--- config.mk ---
export PLATFORM = sky130hd
export DESIGN_NAME = id_stage
export DESIGN_NICKNAME = d
export VERILOG_FILES = /design/src/rtl/id_stage.sv
export SDC_FILE = /design/constraint.sdc
export NUM_CORES = 1
export LEC_CHECK = 0
export BUFFER_PORTS_ARGS = -buffer_cell sky130_fd_sc_hd__buf_2
export CELL_PAD_IN_SITES_DETAIL_PLACEMENT = 0
export CELL_PAD_IN_SITES_GLOBAL_PLACEMENT = 1
export CORE_UTILIZATION = 34
export CTS_CLUSTER_DIAMETER = 50
export DETAILED_ROUTE_END_ITERATION = 10
export PLACE_DENSITY_LB_ADDON = 0.1
export SYNTH_ARGS = -nofsm -noshare
export SYNTH_HDL_FRONTEND = slang
export SYNTH_SLANG_ARGS = --single-unit
export TNS_END_PERCENT = 30
--- constraint.sdc ---
create_clock -name clk -period 2.3 [get_ports clk]
set_clock_uncertainty 0.15 [all_clocks]
set_input_delay 0.46 -clock clk [delete_from_list [all_inputs] [get_ports clk]]
set_output_delay 0.46 -clock clk [all_outputs]
set_load 0.01 [all_outputs]
--- src/rtl/id_stage.sv ---
// RV32I decode of OP/OP-IMM/LUI/AUIPC into ALU operand form, held in one output register.
// Latency 1, throughput 1/cycle; if_ready = !ex_valid || ex_ready, and the entry holds while execute stalls.
module id_stage #(
    parameter int ARCH_LEN = 32
) (
    input  logic                clk,
    input  logic                rst_n,
    input  logic                if_valid,
    output logic                if_ready,
    input  logic [31:0]         if_instr,
    input  logic [ARCH_LEN-1:0] if_pc,
    output logic [4:0]          rs1_addr,
    output logic [4:0]          rs2_addr,
    input  logic [ARCH_LEN-1:0] rs1_data,
    input  logic [ARCH_LEN-1:0] rs2_data,
    input  logic                flush,
    output logic                ex_valid,
    input  logic                ex_ready,
    output logic [ARCH_LEN-1:0] ex_operand1,
    output logic [ARCH_LEN-1:0] ex_operand2,
    output logic [2:0]          ex_alu_op3,
    output logic [6:0]          ex_alu_op7,
    output logic [4:0]          ex_rd,
    output logic                ex_rd_we,
    output logic                ex_illegal,
    output logic [ARCH_LEN-1:0] ex_pc
);

    localparam logic [6:0] OPC_OP    = 7'b0110011;
    localparam logic [6:0] OPC_IMM   = 7'b0010011;
    localparam logic [6:0] OPC_LUI   = 7'b0110111;
    localparam logic [6:0] OPC_AUIPC = 7'b0010111;
    localparam logic [6:0] F7_ALT    = 7'b0100000;

    typedef struct packed {
        logic [ARCH_LEN-1:0] op1;
        logic [ARCH_LEN-1:0] op2;
        logic [ARCH_LEN-1:0] pc;
        logic [2:0]          op3;
        logic [6:0]          op7;
        logic [4:0]          rd;
        logic                rd_we;
        logic                illegal;
    } ex_entry_t;

    ex_entry_t  dec;
    ex_entry_t  entry;
    logic       valid;
    logic       legal;
    logic       load;

    logic [6:0] opcode;
    logic [2:0] funct3;
    logic [6:0] funct7;

    assign opcode   = if_instr[6:0];
    assign funct3   = if_instr[14:12];
    assign funct7   = if_instr[31:25];
    assign rs1_addr = if_instr[19:15];
    assign rs2_addr = if_instr[24:20];

    assign if_ready = !valid || ex_ready;
    assign load     = if_valid && if_ready && !flush;

    always_comb begin
        dec     = '0;
        legal   = 1'b0;
        dec.pc  = if_pc;
        dec.rd  = if_instr[11:7];
        case (opcode)
            OPC_OP: begin
                legal   = (funct7 == 7'd0) ||
                          (funct7 == F7_ALT && (funct3 == 3'b000 || funct3 == 3'b101));
                dec.op1 = rs1_data;
                dec.op3 = funct3;
                dec.op7 = funct7;
                // The ALU only adds on func3 000, so SUB is folded into a negated operand.
                if (funct3 == 3'b000 && funct7 == F7_ALT)
                    dec.op2 = (~rs2_data) + ARCH_LEN'(1);
                else
                    dec.op2 = rs2_data;
            end
            OPC_IMM: begin
                dec.op1 = rs1_data;
                dec.op3 = funct3;
                if (funct3 == 3'b001 || funct3 == 3'b101) begin
                    dec.op2 = {{(ARCH_LEN-5){1'b0}}, if_instr[24:20]};
                    dec.op7 = funct7;
                    legal   = (funct7 == 7'd0) || (funct3 == 3'b101 && funct7 == F7_ALT);
                end else begin
                    dec.op2 = {{(ARCH_LEN-12){if_instr[31]}}, if_instr[31:20]};
                    legal   = 1'b1;
                end
            end
            OPC_LUI: begin
                dec.op2 = {if_instr[31:12], {(ARCH_LEN-20){1'b0}}};
                legal   = 1'b1;
            end
            OPC_AUIPC: begin
                dec.op1 = if_pc;
                dec.op2 = {if_instr[31:12], {(ARCH_LEN-20){1'b0}}};
                legal   = 1'b1;
            end
            default: legal = 1'b0;
        endcase
        if (!legal) begin
            dec.op1 = '0;
            dec.op2 = '0;
            dec.op3 = '0;
            dec.op7 = '0;
        end
        dec.illegal = !legal;
        dec.rd_we   = legal && (dec.rd != 5'd0);
    end

    always_ff @(posedge clk or negedge rst_n) begin
        if (!rst_n) begin
            valid <= 1'b0;
            entry <= '0;
        end else begin
            if (flush)
                valid <= 1'b0;
            else if (load)
                valid <= 1'b1;
            else if (ex_ready)
                valid <= 1'b0;
            if (load)
                entry <= dec;
        end
    end

    assign ex_valid    = valid;
    assign ex_operand1 = entry.op1;
    assign ex_operand2 = entry.op2;
    assign ex_alu_op3  = entry.op3;
    assign ex_alu_op7  = entry.op7;
    assign ex_rd       = entry.rd;
    assign ex_rd_we    = entry.rd_we;
    assign ex_illegal  = entry.illegal;
    assign ex_pc       = entry.pc;

endmodule

==> results.toml <==
[status]
status = "completed"

[placement]
place_congestion = 0.921
place.detailed.hpwl_um = 15400
postPlaceCellArea_um2 = 7710
port_buffers = 257
placedCellCount = 1118

[layout]
mostFrequentLayoutCells = "buf_2 (256), nand2_1 (174), dfrtp_1 (114)"
layout.nets = 1056
final_cells = 1150
final_common_cell = "buf_2"
antennaDiodeCount = 0
syn2layout_area_growth_pct = 46.6
drive_gt1_share_pct = 40.8
final_core_util_pct = 51.7
stdcell_area_um2 = 8340

[sta]
setup_viol = 0
post-route-min-period_ns = 2.05
fin_tns_setup_ns = 0
rsz0062_at_grt = "no"
post-route-period-util_pct = 89.0
relSlewSlack_pct = 66.3
hold_viol_final = 0
clock.fmax_mhz = 489
tightest_slew_ns = 0.506
drv_slew = 0
hold_slack_ns = 0.0977

[drt]
drt-initial-drc-count = 293
ant_nets = 0
wl_per_cell_um = 17.5
first_pass_iters = 5
wl_um = 20100
via_per_inst = 5.01
drc = 0
vias = 5766

[grt]
globalRouteOverflowTotal = 0
grt_util_met3_pct = 5.86
grtUsageTotal_pct = 23.9
met1_usage_pct = 32.9
grt_max_degree = 106
grt_pass1_wl_um = 32300
first_global_vias = 5811
busiest_layer = "met2"
antenna_found_initial = 0
grt.met2_usage_pct = 37.5

[worst_setup_path]
critPathMaxFanout = 4
worstPathArrival_ns = 2.18
required_ns = 2.44
reg2reg_depth = 6
crit_family = "compound AO/OA/AOI/OAI gates"
r2r-end = "ex_operand2[8]$_DFFE_PN0P_"
worst-path-buf-inv = 2
max_stage_delay_ns = 0.36
cp_slowest_cell = "a221o_1"
cp-end-kind = "flip-flop"
r2r_setup_slack_ns = 0.31
start_kind = "primary input"
crit_path_cell_trace = "buf_2 > inv_1 > ha_1 > nor3b_2 > nand3b_1 > o41ai_2 > xnor2_1 > a221o_1 > a22o_1"
r2r-start = "ex_valid$_DFFE_PN0P_"
worstSetupPathType = "in -> reg"

[min_path]
holdPathStages = 2
min-delay-start = "flush"
hold_class = "in -> reg"
worstHoldEndpoint = "ex_valid$_DFFE_PN0P_"

[floorplanning]
die_area_um2 = 17300
dieHeight_um = 131
boundaryPins = 258
core-area_um2 = 16100
start_util_pct = 35.3
placementRows = 46
dieWidth_um = 131

[clocking]
cts_buffer_depth = 2
postCtsSetupBuffers = 0
clock_latency_ns = 0.40
cts_sinks = 114
cts-resized-gates = 0
cts_max_level = 4
cts.root.buffer_cell = "clkbuf_16"
clkTransAtPathRegs_ns = 0.05
cts_buffers = 17
cts_tree = "done"

[power]
peakVddDrop_uv = 482
p_int_uw = 4310
p_per_area_nw_per_um2 = 686
combPwrFrac_pct = 13.4
p_seq_share_pct = 38.3
swShare_pct = 24.6
power.switching_uw = 1410
leakage_uw = 0.00423
power_frac_clock_pct = 48.4

[yosys]
ys_warn_count = 0
syn_inst = 616
yosysSeqAreaShare_pct = 50.1
synth_cell_types = 51
synth_seq_cells = 114
ys_async_sr_fraction_pct = 100
synthFlopType = "dfrtp_1"
synthesis.nets = 750
syn_area_um2 = 5690
synth_edf_count = 0
synth.avg_cell_area_um2 = 9.24

[job]
maxCapViolCount = 0
[state kept, by name, summed over array words and instances (netlist names)]
| signal | cells |
|---|---|
| ex_alu_op3 | 3 |
| ex_alu_op7 | 7 |
| ex_illegal | 1 |
| ex_operand1 | 32 |
| ex_operand2 | 32 |
| ex_pc | 32 |
| ex_rd | 5 |
| ex_rd_we | 1 |
| ex_valid | 1 |
[logic make-up after synthesis]
logic type	after synthesis	synth area share, %
AOI/OAI and AO/OA	167	21.1
xor gates and xnor gates	31	4.77
adders and majority gates	1	0.220
buffers and inverters	58	4.62
DFF	114	50.1
muxes	1	0.198
and+or+nand+nor	244	19.0
[cells in the mapped netlist (all sizes together) (2+ instances only)]
cell / n / share of area [%]
nor2: 23 / 1.5
or3: 5 / 0.55
o41ai: 4 / 1.0
xor2: 13 / 2.0
a41oi: 5 / 0.77
o22ai: 5 / 0.55
o21ai: 23 / 2.0
nor3b: 3 / 0.40
a31oi: 6 / 0.66
and2: 9 / 0.99
clkbuf: 36 / 2.4
xnor2: 18 / 2.8
a211oi: 6 / 0.88
a22oi: 36 / 4.8
o31ai: 35 / 4.6
buf: 16 / 1.8
nand2: 174 / 11
a221o: 2 / 0.35
dfrtp: 114 / 50
nor3: 5 / 0.44
nand3: 5 / 0.53
a21oi: 22 / 1.9
nor4: 8 / 1.4
a22o: 13 / 2.0
inv: 6 / 0.40
nand3b: 2 / 0.26
or4: 3 / 0.46
o211ai: 4 / 0.53
[stage by stage]
step	worst slack, ns	power [µW]
after floorplan	-0.00319	2520
after global placement	-0.0987	2980
after detailed placement	-0.175	2990
after CTS	0.262	5810
after global routing	0.119	5980
final	0.253	5720
[how the worst max path moves through the flow]
stage                               startpoint                          end  slack, ns  cells past startpoint
final                              rs2_data[0]  ex_operand2[14]$_DFFE_PN0P_       0.25                      9
after global routing              rs2_data[11]  ex_operand2[28]$_DFFE_PN0P_       0.12                      8
after CTS                 ex_valid$_DFFE_PN0P_   ex_operand2[8]$_DFFE_PN0P_       0.26                      6
after detailed placement           rs2_data[3]  ex_operand2[25]$_DFFE_PN0P_      -0.18                      8
after global placement             rs2_data[3]  ex_operand2[19]$_DFFE_PN0P_       -0.1                      8
after floorplan                   rs2_data[17]  ex_operand2[28]$_DFFE_PN0P_     -0.003                      6
[cell type report]
| cell class | instances | area, µm² |
|---|---|---|
| Multi-Input combinational cell | 444 | 2600 |
| Clock buffer | 22 | 464 |
| Tap cell | 216 | 270 |
| Timing Repair Buffer | 339 | 1970 |
| Clock inverter | 9 | 155 |
| Inverter | 6 | 22.5 |
| Fill cell | 1566 | 7780 |
| Sequential cell | 114 | 2850 |
[power groups by stage]
stage	clock network, µW	registers, µW	logic (µW)
2_1_floorplan	0	2280	235
3_3_place_gp	0	2220	763
3_5_place_dp	0	2220	772
4_1_cts	2840	2190	777
5_1_grt	2940	2200	846
6_report	2770	2190	764
[routing by layer]
layer	routed length, µm	up-vias
li1	-	2790
met1	9420	2753
met2	9240	206
met3	1220	17
met4	203	0
met5	0	-
[timing repair]
action                                 in CTS  in global routing
endpoints found under the hold margin      35                  0
hold buffers                                1                  0
setup endpoints to repair                   0                  0
(Power assumes the default switching activity.)
